<file path="src/rtl/apb_cmd_sequencer_if.sv">
// ============================================================================
// Module   : apb_cmd_sequencer_if
// Brief    : Host command/response channels plus the apb_topmodule request and
//            completion signals used by apb_cmd_sequencer.
// Revision : 1.0 - initial release
// ============================================================================
`default_nettype none

interface apb_cmd_sequencer_if;
    logic       cmd_valid;
    logic       cmd_ready;
    logic       cmd_write;
    logic [7:0] cmd_addr;
    logic [7:0] cmd_wdata;

    logic       rsp_valid;
    logic       rsp_ready;
    logic [7:0] rsp_rdata;
    logic       rsp_err;
    logic       rsp_timeout;

    logic       read_write;
    logic       transfer;
    logic [7:0] apb_write_paddr;
    logic [7:0] apb_read_paddr;
    logic [7:0] apb_write_data;
    logic       pready;
    logic       pslaverr;
    logic [7:0] prdata;

    // Sequencer side
    modport slave (
        input  cmd_valid, cmd_write, cmd_addr, cmd_wdata, rsp_ready,
               pready, pslaverr, prdata,
        output cmd_ready, rsp_valid, rsp_rdata, rsp_err, rsp_timeout,
               read_write, transfer, apb_write_paddr, apb_read_paddr,
               apb_write_data
    );

    // Host / apb_topmodule side
    modport master (
        output cmd_valid, cmd_write, cmd_addr, cmd_wdata, rsp_ready,
               pready, pslaverr, prdata,
        input  cmd_ready, rsp_valid, rsp_rdata, rsp_err, rsp_timeout,
               read_write, transfer, apb_write_paddr, apb_read_paddr,
               apb_write_data
    );
endinterface

`default_nettype wire

</file>
<file path="src/rtl/apb_cmd_sequencer.sv">
// ============================================================================
// Module   : apb_cmd_sequencer
// Brief    : Buffers host APB commands in a FIFO, issues them one at a time to
//            apb_topmodule and returns in-order responses. Optional WAIT-state
//            watchdog enabled by defining APB_TIMEOUT_EN.
// Revision : 1.0 - initial release
// ============================================================================
`default_nettype none

module apb_cmd_sequencer #(
    parameter int DEPTH          = 4,
    parameter int TIMEOUT_CYCLES = 16
) (
    input  wire                  pclk,
    input  wire                  preset,
    apb_cmd_sequencer_if.slave   bus,
    output logic                 busy
);

    localparam int unsigned     c_AW      = $clog2(DEPTH);
    localparam logic [c_AW:0]   c_FULL    = (c_AW + 1)'(DEPTH);

    localparam logic [1:0] c_ST_IDLE  = 2'd0;
    localparam logic [1:0] c_ST_ISSUE = 2'd1;
    localparam logic [1:0] c_ST_WAIT  = 2'd2;
    localparam logic [1:0] c_ST_RESP  = 2'd3;

    if (DEPTH < 2 || (DEPTH & (DEPTH - 1)) != 0 || TIMEOUT_CYCLES < 1) begin : g_param_check
        $error("apb_cmd_sequencer: DEPTH must be a power of 2 >= 2, TIMEOUT_CYCLES >= 1");
    end

    logic [1:0]      r_state;
    logic [1:0]      w_state_nxt;
    logic [c_AW-1:0] r_wr_ptr;
    logic [c_AW-1:0] r_rd_ptr;
    logic [c_AW:0]   r_count;
    logic [16:0]     r_mem [DEPTH];
    logic [16:0]     r_issue;

    logic            w_full;
    logic            w_empty;
    logic            w_push;
    logic            w_pop;
    logic            w_start;
    logic            w_wait_done;
    logic            w_timeout;
    logic            w_wait_expired;
    logic            w_rsp_accept;

    logic            r_transfer;
    logic            r_read_write;
    logic [7:0]      r_write_paddr;
    logic [7:0]      r_read_paddr;
    logic [7:0]      r_write_data;
    logic            r_rsp_valid;
    logic [7:0]      r_rsp_rdata;
    logic            r_rsp_err;

    assign w_full        = (r_count == c_FULL);
    assign w_empty       = (r_count == '0);
    assign w_push        = bus.cmd_valid && !w_full;
    assign bus.cmd_ready = !w_full;
    assign busy          = (r_state != c_ST_IDLE) || !w_empty;

    // ------------------------------------------------------------------
    // Command FIFO
    // ------------------------------------------------------------------
    always_ff @(posedge pclk) begin
        if (preset) begin
            r_wr_ptr <= '0;
            r_rd_ptr <= '0;
            r_count  <= '0;
        end else begin
            if (w_push) r_wr_ptr <= r_wr_ptr + 1'b1;
            if (w_pop)  r_rd_ptr <= r_rd_ptr + 1'b1;
            case ({w_push, w_pop})
                2'b10:   r_count <= r_count + 1'b1;
                2'b01:   r_count <= r_count - 1'b1;
                default: r_count <= r_count;
            endcase
        end
    end

    // Storage needs no reset: the pointers alone define valid contents
    always_ff @(posedge pclk) begin
        if (w_push) r_mem[r_wr_ptr] <= {bus.cmd_write, bus.cmd_addr, bus.cmd_wdata};
        if (w_pop)  r_issue         <= r_mem[r_rd_ptr];
    end

    // ------------------------------------------------------------------
    // Sequencing FSM
    // ------------------------------------------------------------------
    always_ff @(posedge pclk) begin
        if (preset) r_state <= c_ST_IDLE;
        else        r_state <= w_state_nxt;
    end

    always_comb begin
        w_state_nxt  = r_state;
        w_pop        = 1'b0;
        w_start      = 1'b0;
        w_wait_done  = 1'b0;
        w_timeout    = 1'b0;
        w_rsp_accept = 1'b0;
        case (r_state)
            c_ST_IDLE: begin
                if (!w_empty && !r_rsp_valid) begin
                    w_pop       = 1'b1;
                    w_state_nxt = c_ST_ISSUE;
                end
            end
            c_ST_ISSUE: begin
                w_start     = 1'b1;
                w_state_nxt = c_ST_WAIT;
            end
            c_ST_WAIT: begin
                // A completion on the expiry cycle wins over the watchdog
                if (bus.pready) begin
                    w_wait_done = 1'b1;
                    w_state_nxt = c_ST_RESP;
                end else if (w_wait_expired) begin
                    w_timeout   = 1'b1;
                    w_state_nxt = c_ST_RESP;
                end
            end
            c_ST_RESP: begin
                if (r_rsp_valid && bus.rsp_ready) begin
                    w_rsp_accept = 1'b1;
                    w_state_nxt  = c_ST_IDLE;
                end
            end
            default: w_state_nxt = c_ST_IDLE;
        endcase
    end

    // ------------------------------------------------------------------
    // APB-side request registers: loaded leaving ISSUE, cleared on completion
    // ------------------------------------------------------------------
    always_ff @(posedge pclk) begin
        if (preset || w_wait_done || w_timeout) begin
            r_transfer    <= 1'b0;
            r_read_write  <= 1'b0;
            r_write_paddr <= '0;
            r_read_paddr  <= '0;
            r_write_data  <= '0;
        end else if (w_start) begin
            r_transfer    <= 1'b1;
            r_read_write  <= r_issue[16];
            r_write_paddr <= r_issue[16] ? r_issue[15:8] : 8'h00;
            r_read_paddr  <= r_issue[16] ? 8'h00 : r_issue[15:8];
            r_write_data  <= r_issue[16] ? r_issue[7:0] : 8'h00;
        end
    end

    // ------------------------------------------------------------------
    // Response channel
    // ------------------------------------------------------------------
    always_ff @(posedge pclk) begin
        if (preset) begin
            r_rsp_valid <= 1'b0;
            r_rsp_rdata <= '0;
            r_rsp_err   <= 1'b0;
        end else if (w_wait_done) begin
            r_rsp_valid <= 1'b1;
            r_rsp_rdata <= r_issue[16] ? 8'h00 : bus.prdata;
            r_rsp_err   <= bus.pslaverr;
        end else if (w_timeout) begin
            r_rsp_valid <= 1'b1;
            r_rsp_rdata <= 8'h00;
            r_rsp_err   <= 1'b1;
        end else if (w_rsp_accept) begin
            r_rsp_valid <= 1'b0;
        end
    end

`ifdef APB_TIMEOUT_EN
    localparam int unsigned     c_TW      = $clog2(TIMEOUT_CYCLES + 1);
    localparam logic [c_TW-1:0] c_TO_LAST = c_TW'(TIMEOUT_CYCLES - 1);

    logic [c_TW-1:0] r_wait_cnt;
    logic            r_rsp_timeout;

    // Counts completed WAIT cycles; zero during the first WAIT cycle
    always_ff @(posedge pclk) begin
        if (preset || w_start)          r_wait_cnt <= '0;
        else if (r_state == c_ST_WAIT)  r_wait_cnt <= r_wait_cnt + 1'b1;
    end

    always_ff @(posedge pclk) begin
        if (preset || w_wait_done) r_rsp_timeout <= 1'b0;
        else if (w_timeout)        r_rsp_timeout <= 1'b1;
    end

    assign w_wait_expired  = (r_wait_cnt == c_TO_LAST);
    assign bus.rsp_timeout = r_rsp_timeout;
`else
    assign w_wait_expired  = 1'b0;
    assign bus.rsp_timeout = 1'b0;
`endif

    assign bus.transfer        = r_transfer;
    assign bus.read_write      = r_read_write;
    assign bus.apb_write_paddr = r_write_paddr;
    assign bus.apb_read_paddr  = r_read_paddr;
    assign bus.apb_write_data  = r_write_data;
    assign bus.rsp_valid       = r_rsp_valid;
    assign bus.rsp_rdata       = r_rsp_rdata;
    assign bus.rsp_err         = r_rsp_err;

endmodule

`default_nettype wire

</file>
<file path="src/flat_wrapper.sv">
// flat-port wrapper written by rule: the top's interface ports become plain ports
module apb_cmd_sequencer_flat 
#(
    parameter int DEPTH          = 4,
    parameter int TIMEOUT_CYCLES = 16
)
  (pclk, preset, busy, bus_cmd_valid, bus_cmd_write, bus_cmd_addr, bus_cmd_wdata, bus_rsp_ready, bus_pready, bus_pslaverr, bus_prdata, bus_cmd_ready, bus_rsp_valid, bus_rsp_rdata, bus_rsp_err, bus_rsp_timeout, bus_read_write, bus_transfer, bus_apb_write_paddr, bus_apb_read_paddr, bus_apb_write_data);
  apb_cmd_sequencer_if bus_i ();
  input  wire pclk;
  input  wire preset;
  output logic busy;
  input wire logic [$bits(bus_i.cmd_valid)-1:0] bus_cmd_valid;
  input wire logic [$bits(bus_i.cmd_write)-1:0] bus_cmd_write;
  input wire logic [$bits(bus_i.cmd_addr)-1:0] bus_cmd_addr;
  input wire logic [$bits(bus_i.cmd_wdata)-1:0] bus_cmd_wdata;
  input wire logic [$bits(bus_i.rsp_ready)-1:0] bus_rsp_ready;
  input wire logic [$bits(bus_i.pready)-1:0] bus_pready;
  input wire logic [$bits(bus_i.pslaverr)-1:0] bus_pslaverr;
  input wire logic [$bits(bus_i.prdata)-1:0] bus_prdata;
  output wire logic [$bits(bus_i.cmd_ready)-1:0] bus_cmd_ready;
  output wire logic [$bits(bus_i.rsp_valid)-1:0] bus_rsp_valid;
  output wire logic [$bits(bus_i.rsp_rdata)-1:0] bus_rsp_rdata;
  output wire logic [$bits(bus_i.rsp_err)-1:0] bus_rsp_err;
  output wire logic [$bits(bus_i.rsp_timeout)-1:0] bus_rsp_timeout;
  output wire logic [$bits(bus_i.read_write)-1:0] bus_read_write;
  output wire logic [$bits(bus_i.transfer)-1:0] bus_transfer;
  output wire logic [$bits(bus_i.apb_write_paddr)-1:0] bus_apb_write_paddr;
  output wire logic [$bits(bus_i.apb_read_paddr)-1:0] bus_apb_read_paddr;
  output wire logic [$bits(bus_i.apb_write_data)-1:0] bus_apb_write_data;
  assign bus_i.cmd_valid = bus_cmd_valid;
  assign bus_i.cmd_write = bus_cmd_write;
  assign bus_i.cmd_addr = bus_cmd_addr;
  assign bus_i.cmd_wdata = bus_cmd_wdata;
  assign bus_i.rsp_ready = bus_rsp_ready;
  assign bus_i.pready = bus_pready;
  assign bus_i.pslaverr = bus_pslaverr;
  assign bus_i.prdata = bus_prdata;
  assign bus_cmd_ready = bus_i.cmd_ready;
  assign bus_rsp_valid = bus_i.rsp_valid;
  assign bus_rsp_rdata = bus_i.rsp_rdata;
  assign bus_rsp_err = bus_i.rsp_err;
  assign bus_rsp_timeout = bus_i.rsp_timeout;
  assign bus_read_write = bus_i.read_write;
  assign bus_transfer = bus_i.transfer;
  assign bus_apb_write_paddr = bus_i.apb_write_paddr;
  assign bus_apb_read_paddr = bus_i.apb_read_paddr;
  assign bus_apb_write_data = bus_i.apb_write_data;
  apb_cmd_sequencer #(.DEPTH(DEPTH), .TIMEOUT_CYCLES(TIMEOUT_CYCLES)) u_core (.pclk(pclk), .preset(preset), .bus(bus_i), .busy(busy));
endmodule
</file>
<file path="config.mk">
export PLATFORM = sky130hd
export DESIGN_NAME = apb_cmd_sequencer_flat
export DESIGN_NICKNAME = d
export VERILOG_FILES = /design/src/rtl/apb_cmd_sequencer_if.sv /design/src/rtl/apb_cmd_sequencer.sv /design/src/flat_wrapper.sv
export SDC_FILE = /design/constraint.sdc
export NUM_CORES = 1
export LEC_CHECK = 0
export CAP_MARGIN = 10
export CELL_PAD_IN_SITES_DETAIL_PLACEMENT = 1
export CELL_PAD_IN_SITES_GLOBAL_PLACEMENT = 1
export CORE_MARGIN = 3
export CORE_UTILIZATION = 25
export CTS_CLUSTER_DIAMETER = 80
export DETAILED_ROUTE_END_ITERATION = 16
export PLACE_DENSITY_LB_ADDON = 0.1
export SLEW_MARGIN = 20
export SYNTH_ARGS = -nofsm -noshare
export SYNTH_HDL_FRONTEND = slang
export SYNTH_SLANG_ARGS = --single-unit
</file>
<file path="constraint.sdc">
create_clock -name pclk -period 3.9 [get_ports pclk]
set_clock_uncertainty 0.05 [all_clocks]
set_input_delay 0.78 -clock pclk [delete_from_list [all_inputs] [get_ports pclk]]
set_output_delay 0.78 -clock pclk [all_outputs]
set_load 0.02 [all_outputs]
</file>
-- After elaboration in Yosys (flattened, before gate mapping)
Memory sizes are Yosys's and may differ from the RTL's. A register that Yosys moved wholly into a read port is not among the register bits.
Index checks and enable logic that the tools add are counted.
- register bits: 45
- bits in latches: 0
- RAM bits: 68
- bits in read-only memories: 0
- bits of input ports: 31
- output and inout port bits: 39
- logic and storage cells: 62
- memories kept: 1
- add/sub/neg operators: 4
- multipliers: 0
- divide/modulo/power cells: 0
- $lt $le $gt $ge: 0
- equality and inequality tests: 9
- shifts and indexed selects: 0
- mux-type cells: 22
- bitwise gates (word level): 0
- reductions and logical operators: 14
- memory list (memory ; depth ; width ; read ports ; clocked after memory_dff ; wr ports ; line ; source):
    u_core.r_mem ; 4 ; 17 ; 1 ; 1 ; 1 ; apb_cmd_sequencer.sv:37 ; logic [16:0] r_mem [DEPTH];
- operators with widths (cell ; number):
    8-bit 2-to-1 mux ; 5
    1-bit 2-to-1 mux ; 12
    2-bit one-hot mux with 4 select lines ; 1
    2-bit equality test, second input constant ; 3
    2-bit 2-to-1 mux ; 3
    3-bit one-hot mux with 2 select lines ; 1
    2-bit nonzero test ; 3
    2-bit by 1-bit adder with 2-bit output, second input constant ; 2
    2-bit by 1-bit equality test with 1-bit output, second input constant ; 2
    2-bit by 1-bit inequality test with 1-bit output, second input constant ; 2
    3-bit by 1-bit adder with 3-bit output, second input constant ; 1
    3-bit equality test, second input constant ; 1
    1-bit logical AND ; 3
    1-bit logical NOT ; 3
    3-bit logical NOT ; 1
    3-bit AND reduction ; 1
    3-bit by 1-bit subtractor with 3-bit output, second input constant ; 1
    2-bit logical NOT ; 1
    1-bit logical OR ; 2
    2-bit inequality test, second input constant ; 1

-- Longest topological paths before layout
- word-level depth: 7
- mapped depth: 9
- depth with buffers taken out: 9

-- Worst setup path after synthesis
OpenSTA, ideal clock, no wires.
- path type: register to register
- start: register u_core.r_state[0]
- end: register u_core.r_count[2]
- data arrival time: 2739 ps
- data required time: 3779 ps
- slack: 1040 ps
- cell stages (with the launch flop): 10
- buffers on the path: 0
- clock period less this slack: 2860 ps
- path through: dfxtp_1 -> inv_1 -> ha_1 -> nor3b_2 -> ha_1 -> inv_1 -> fa_1 -> xor2_1 -> or3_1 -> a21oi_1
- word-level cells in the longest chain between the ends: 4
- elaborated cells on any way between the ends: 6
- classes of those cells: eq/ne: 2; mux: 2; reduce/logical: 2
- RTL lines (element ; line ; source):
    start, declared ; apb_cmd_sequencer.sv:32 ; logic [1:0] r_state;
    start signal, assigned ; apb_cmd_sequencer.sv:94 ; if (preset) r_state <= c_ST_IDLE;
    start signal, assigned ; apb_cmd_sequencer.sv:95 ; else r_state <= w_state_nxt;
    2-bit logical NOT (*) ; apb_cmd_sequencer.sv:105 ; case (r_state)
    1-bit 2-to-1 mux (*) ; apb_cmd_sequencer.sv:105 ;
    named net u_core.w_pop ; apb_cmd_sequencer.sv:43 ; logic w_pop;
    2-bit by 1-bit equality test with 1-bit output / 2-bit equality test (equally long branches) ; apb_cmd_sequencer.sv:76 ; case ({w_push, w_pop})
    3-bit one-hot mux with 2 select lines / 2-bit nonzero test (equally long branches) ; n/a ;
    end signal, assigned ; apb_cmd_sequencer.sv:77 ; 2'b10: r_count <= r_count + 1'b1;
    end signal, assigned ; apb_cmd_sequencer.sv:78 ; 2'b01: r_count <= r_count - 1'b1;
    end signal, assigned ; apb_cmd_sequencer.sv:79 ; default: r_count <= r_count;
    end, declared ; apb_cmd_sequencer.sv:36 ; logic [c_AW:0] r_count;
The timed path passes the listed nets; every way through them passes the cells marked *.
A chain may end at the register's enable or synchronous reset.

-- Final worst setup path
- start: register u_core.r_state[0]
- end: output busy
- word-level cells in the longest chain between the ends: 2
- RTL lines (element ; line ; source):
    2-bit nonzero test ; apb_cmd_sequencer.sv:63 ; assign busy = (r_state != c_ST_IDLE) || !w_empty;
    1-bit logical OR ; apb_cmd_sequencer.sv:63 ;
    end, declared ; flat_wrapper.sv:11 ; output logic busy;
Every way passes these cells.

==> metrics.txt <==
DIE AREA=20700 µm²; M3 GR Usage=0.0298; via count=2636; final worst slack=1230 ps; total wire length=10.1 mm; DR iter-0 viols=170; Post-DP Area=5670 µm²; RePlAce Congestion=0.688; busiest layer in global routing=met2; crit start category=flop; CTS-repair resized insts=0; fraction of registers with async set/reset=0; Tmin final=2670 ps; die height=144 µm; TritonCTS Buffers=17; drt first pass iters=4; Max-Cap Viols=0; vias per cell=4.32; outcome=finished, final reports clean; Hold Violations, Final=0; vias in the first global route=2815; CTS Hold Buffers Added=0; Crit path largest cell delay=600 ps; worst-path cell chain=inv_1, ha_1, nand2_1, clkdlybuf4s50_1; largest net degree at the start of global routing=27; clock sinks=130; share of the synthesized area in the top cell type=0.536; CTS tree=built; remaining antenna violation count=0; Post-Syn Nets=332; row count=49; Mean Syn Cell Area=16.4 µm²; gr usage total=0.105; Worst Path Arrival=1840 ps; final std cells w/o fill=610; GR Overflow Total=0; worst-path fanout max=5; Yosys cell types=37; Yosys Warn Count=0; placed wire-length estimate=6.60 mm; H-Tree Depth=4; met2 GRT Util=0.163; worst hold-check path type=flop to flop; # IOs=70; PortBufs=68; Rel. slew slack=0.356; CP Data Required Time=3070 ps; pre-CTS WS=1090 ps; Area growth syn-to-layout=31.8%; post-synthesis sequential area ratio=0.726; Fmax=375 MHz; fin util=0.342; largest cells by area after synthesis=edfxtp_1 (54%), dfxtp_1 (19%), mux4_2 (8.0%), a22oi_1 (3.9%), nor2_1 (2.8%); first-pass GRT wire length=16.1 mm; met1 usage=0.137; TNS Setup=0 ps; Final Setup Violations=0; Diodes inserted=0; EDFF count, synth=85; die width=144 µm; share of cells above drive strength 1=0.152; clk_lat worst skew=410 ps; fillers=1884; Worst Tran Pin Value=965 ps; CORE AREA=18300 µm²; drt wl/cell=16.6 µm; max-slew violations=0; Pwr Density=749 nW/µm²; leak pwr=2.11 nW; top_reg_cell synth=edfxtp_1; final period utilization=0.683; RSZ-0062 raised after global routing=no; Reg clk slew, reported paths=50 ps; Final Cell Area=6270 µm²; CP Class=flop to output port; maximum VDD drop=0.000261 V; Final nets=409; area leader, netlist=edfxtp_1; clock root cell=clkbuf_16; Post-Synthesis Cells=291; Cells after DPL=578; critical path endpoint category=output port; Initial Util=0.260; cell at the slowest stage of the critical path=clkdlybuf4s50_1; clock buffer depth=2; initial antenna violation count=0; Syn Std Cell Area=4760 µm²; # DRC=0; Setup Buffers After CTS=0; flops & latches, synth=130
per-stage QoR:
stage	power (mW)	hold WS [ps]
2_1_floorplan	2.70	405
3_3_place_gp	3.11	399
3_5_place_dp	3.14	406
4_1_cts	4.80	414
5_1_grt	4.99	429
6_report	4.70	406
layout make-up:
class | instances | area (µm²) | area share
multi-input cells | 138 | 1190 | 0.189
clock inverters | 11 | 161 | 0.0257
inverters | 10 | 42.5 | 0.00678
clock buffers | 21 | 440 | 0.0702
repair buffers | 71 | 703 | 0.112
well taps | 229 | 287 | 0.0457
flip-flops and latches | 130 | 3450 | 0.550
worst paths after layout:
path	start	endpoint	slack, ps	cells past startpoint
min reg2reg	u_core.bus.rsp_err	u_core.bus.rsp_err	410	2
max	u_core.r_state[0]	busy	1230	4
max reg2reg	u_core.r_count[2]	u_core.r_count[2]	1480	9
min	u_core.bus.rsp_err	u_core.bus.rsp_err	410	2
kinds of logic after synthesis:
family                     Yosys count  share of synthesized area
DFF                                130                      0.726
and+or+nand+nor                     61                     0.0631
AOI/OAI and AO/OA                   43                     0.0660
buffers and inverters               23                     0.0250
muxes                               18                     0.0825
adders and majority gates           10                     0.0279
xor gates and xnor gates             5                    0.00920
other                                1                   0.000788
sequential cells by signal (all words and copies together) (netlist names):
name,flops
u_core.bus.rsp_valid,1
u_core.bus.apb_write_paddr,8
u_core.bus.apb_read_paddr,8
u_core.r_issue,17
u_core.r_mem,68
u_core.r_wr_ptr,2
u_core.r_count,3
u_core.bus.read_write,1
u_core.r_state,2
u_core.r_rd_ptr,2
u_core.bus.transfer,1
u_core.bus.rsp_err,1
u_core.bus.apb_write_data,8
u_core.bus.rsp_rdata,8
Yosys cell counts, types with 2 or more instances:
library cell	n
edfxtp_1	85
dfxtp_1	45
nor2_1	35
a22oi_1	25
mux4_2	17
ha_1	9
a22o_1	8
inv_1	8
nand2_1	8
a21oi_1	7
buf_2	7
and3_2	4
clkbuf_1	3
nand2b_1	3
xnor2_1	3
buf_6	2
xor2_1	2
power by group:
group / internal, mW / leakage (nW) / total (mW) / switching (mW)
Sequential: 1.82 / 1.15 / 1.99 / 0.168
Combinational: 0.480 / 0.672 / 1.09 / 0.606
Clock: 1.06 / 0.286 / 1.63 / 0.566
critical path, delay by kind of cell (launching register included):
| kind | cells | cell delay (ps) |
|---|---|---|
| adders and majority gates | 1 | 260 |
| DFF | 1 | 380 |
| and+or+nand+nor | 1 | 100 |
| buffers and inverters | 2 | 680 |
metal layers:
layer	up-vias	share of wire
met4	0	0.018
met5	-	0
met3	10	0.046
met2	61	0.49
met1	1312	0.45
li1	1253	-
layout by cell type, fill, tap and decap left out, types with 2 or more instances in the layout:
master            n
edfxtp_1         85
clkdlybuf4s50_1  68
dfxtp_1          45
nor2_1           35
a22oi_1          25
mux4_2           17
clkbuf_16        17
ha_1              9
inv_1             8
nand2_1           8
a22o_1            8
a21oi_1           7
and3_2            4
clkbuf_1          4
bufinv_16         4
nand2b_1          3
clkinv_1          3
xnor2_1           3
buf_4             3
clkinv_4          2
xor2_1            2
clkinv_2          2
clkinvlp_4        2
(Power assumes the default switching activity.)
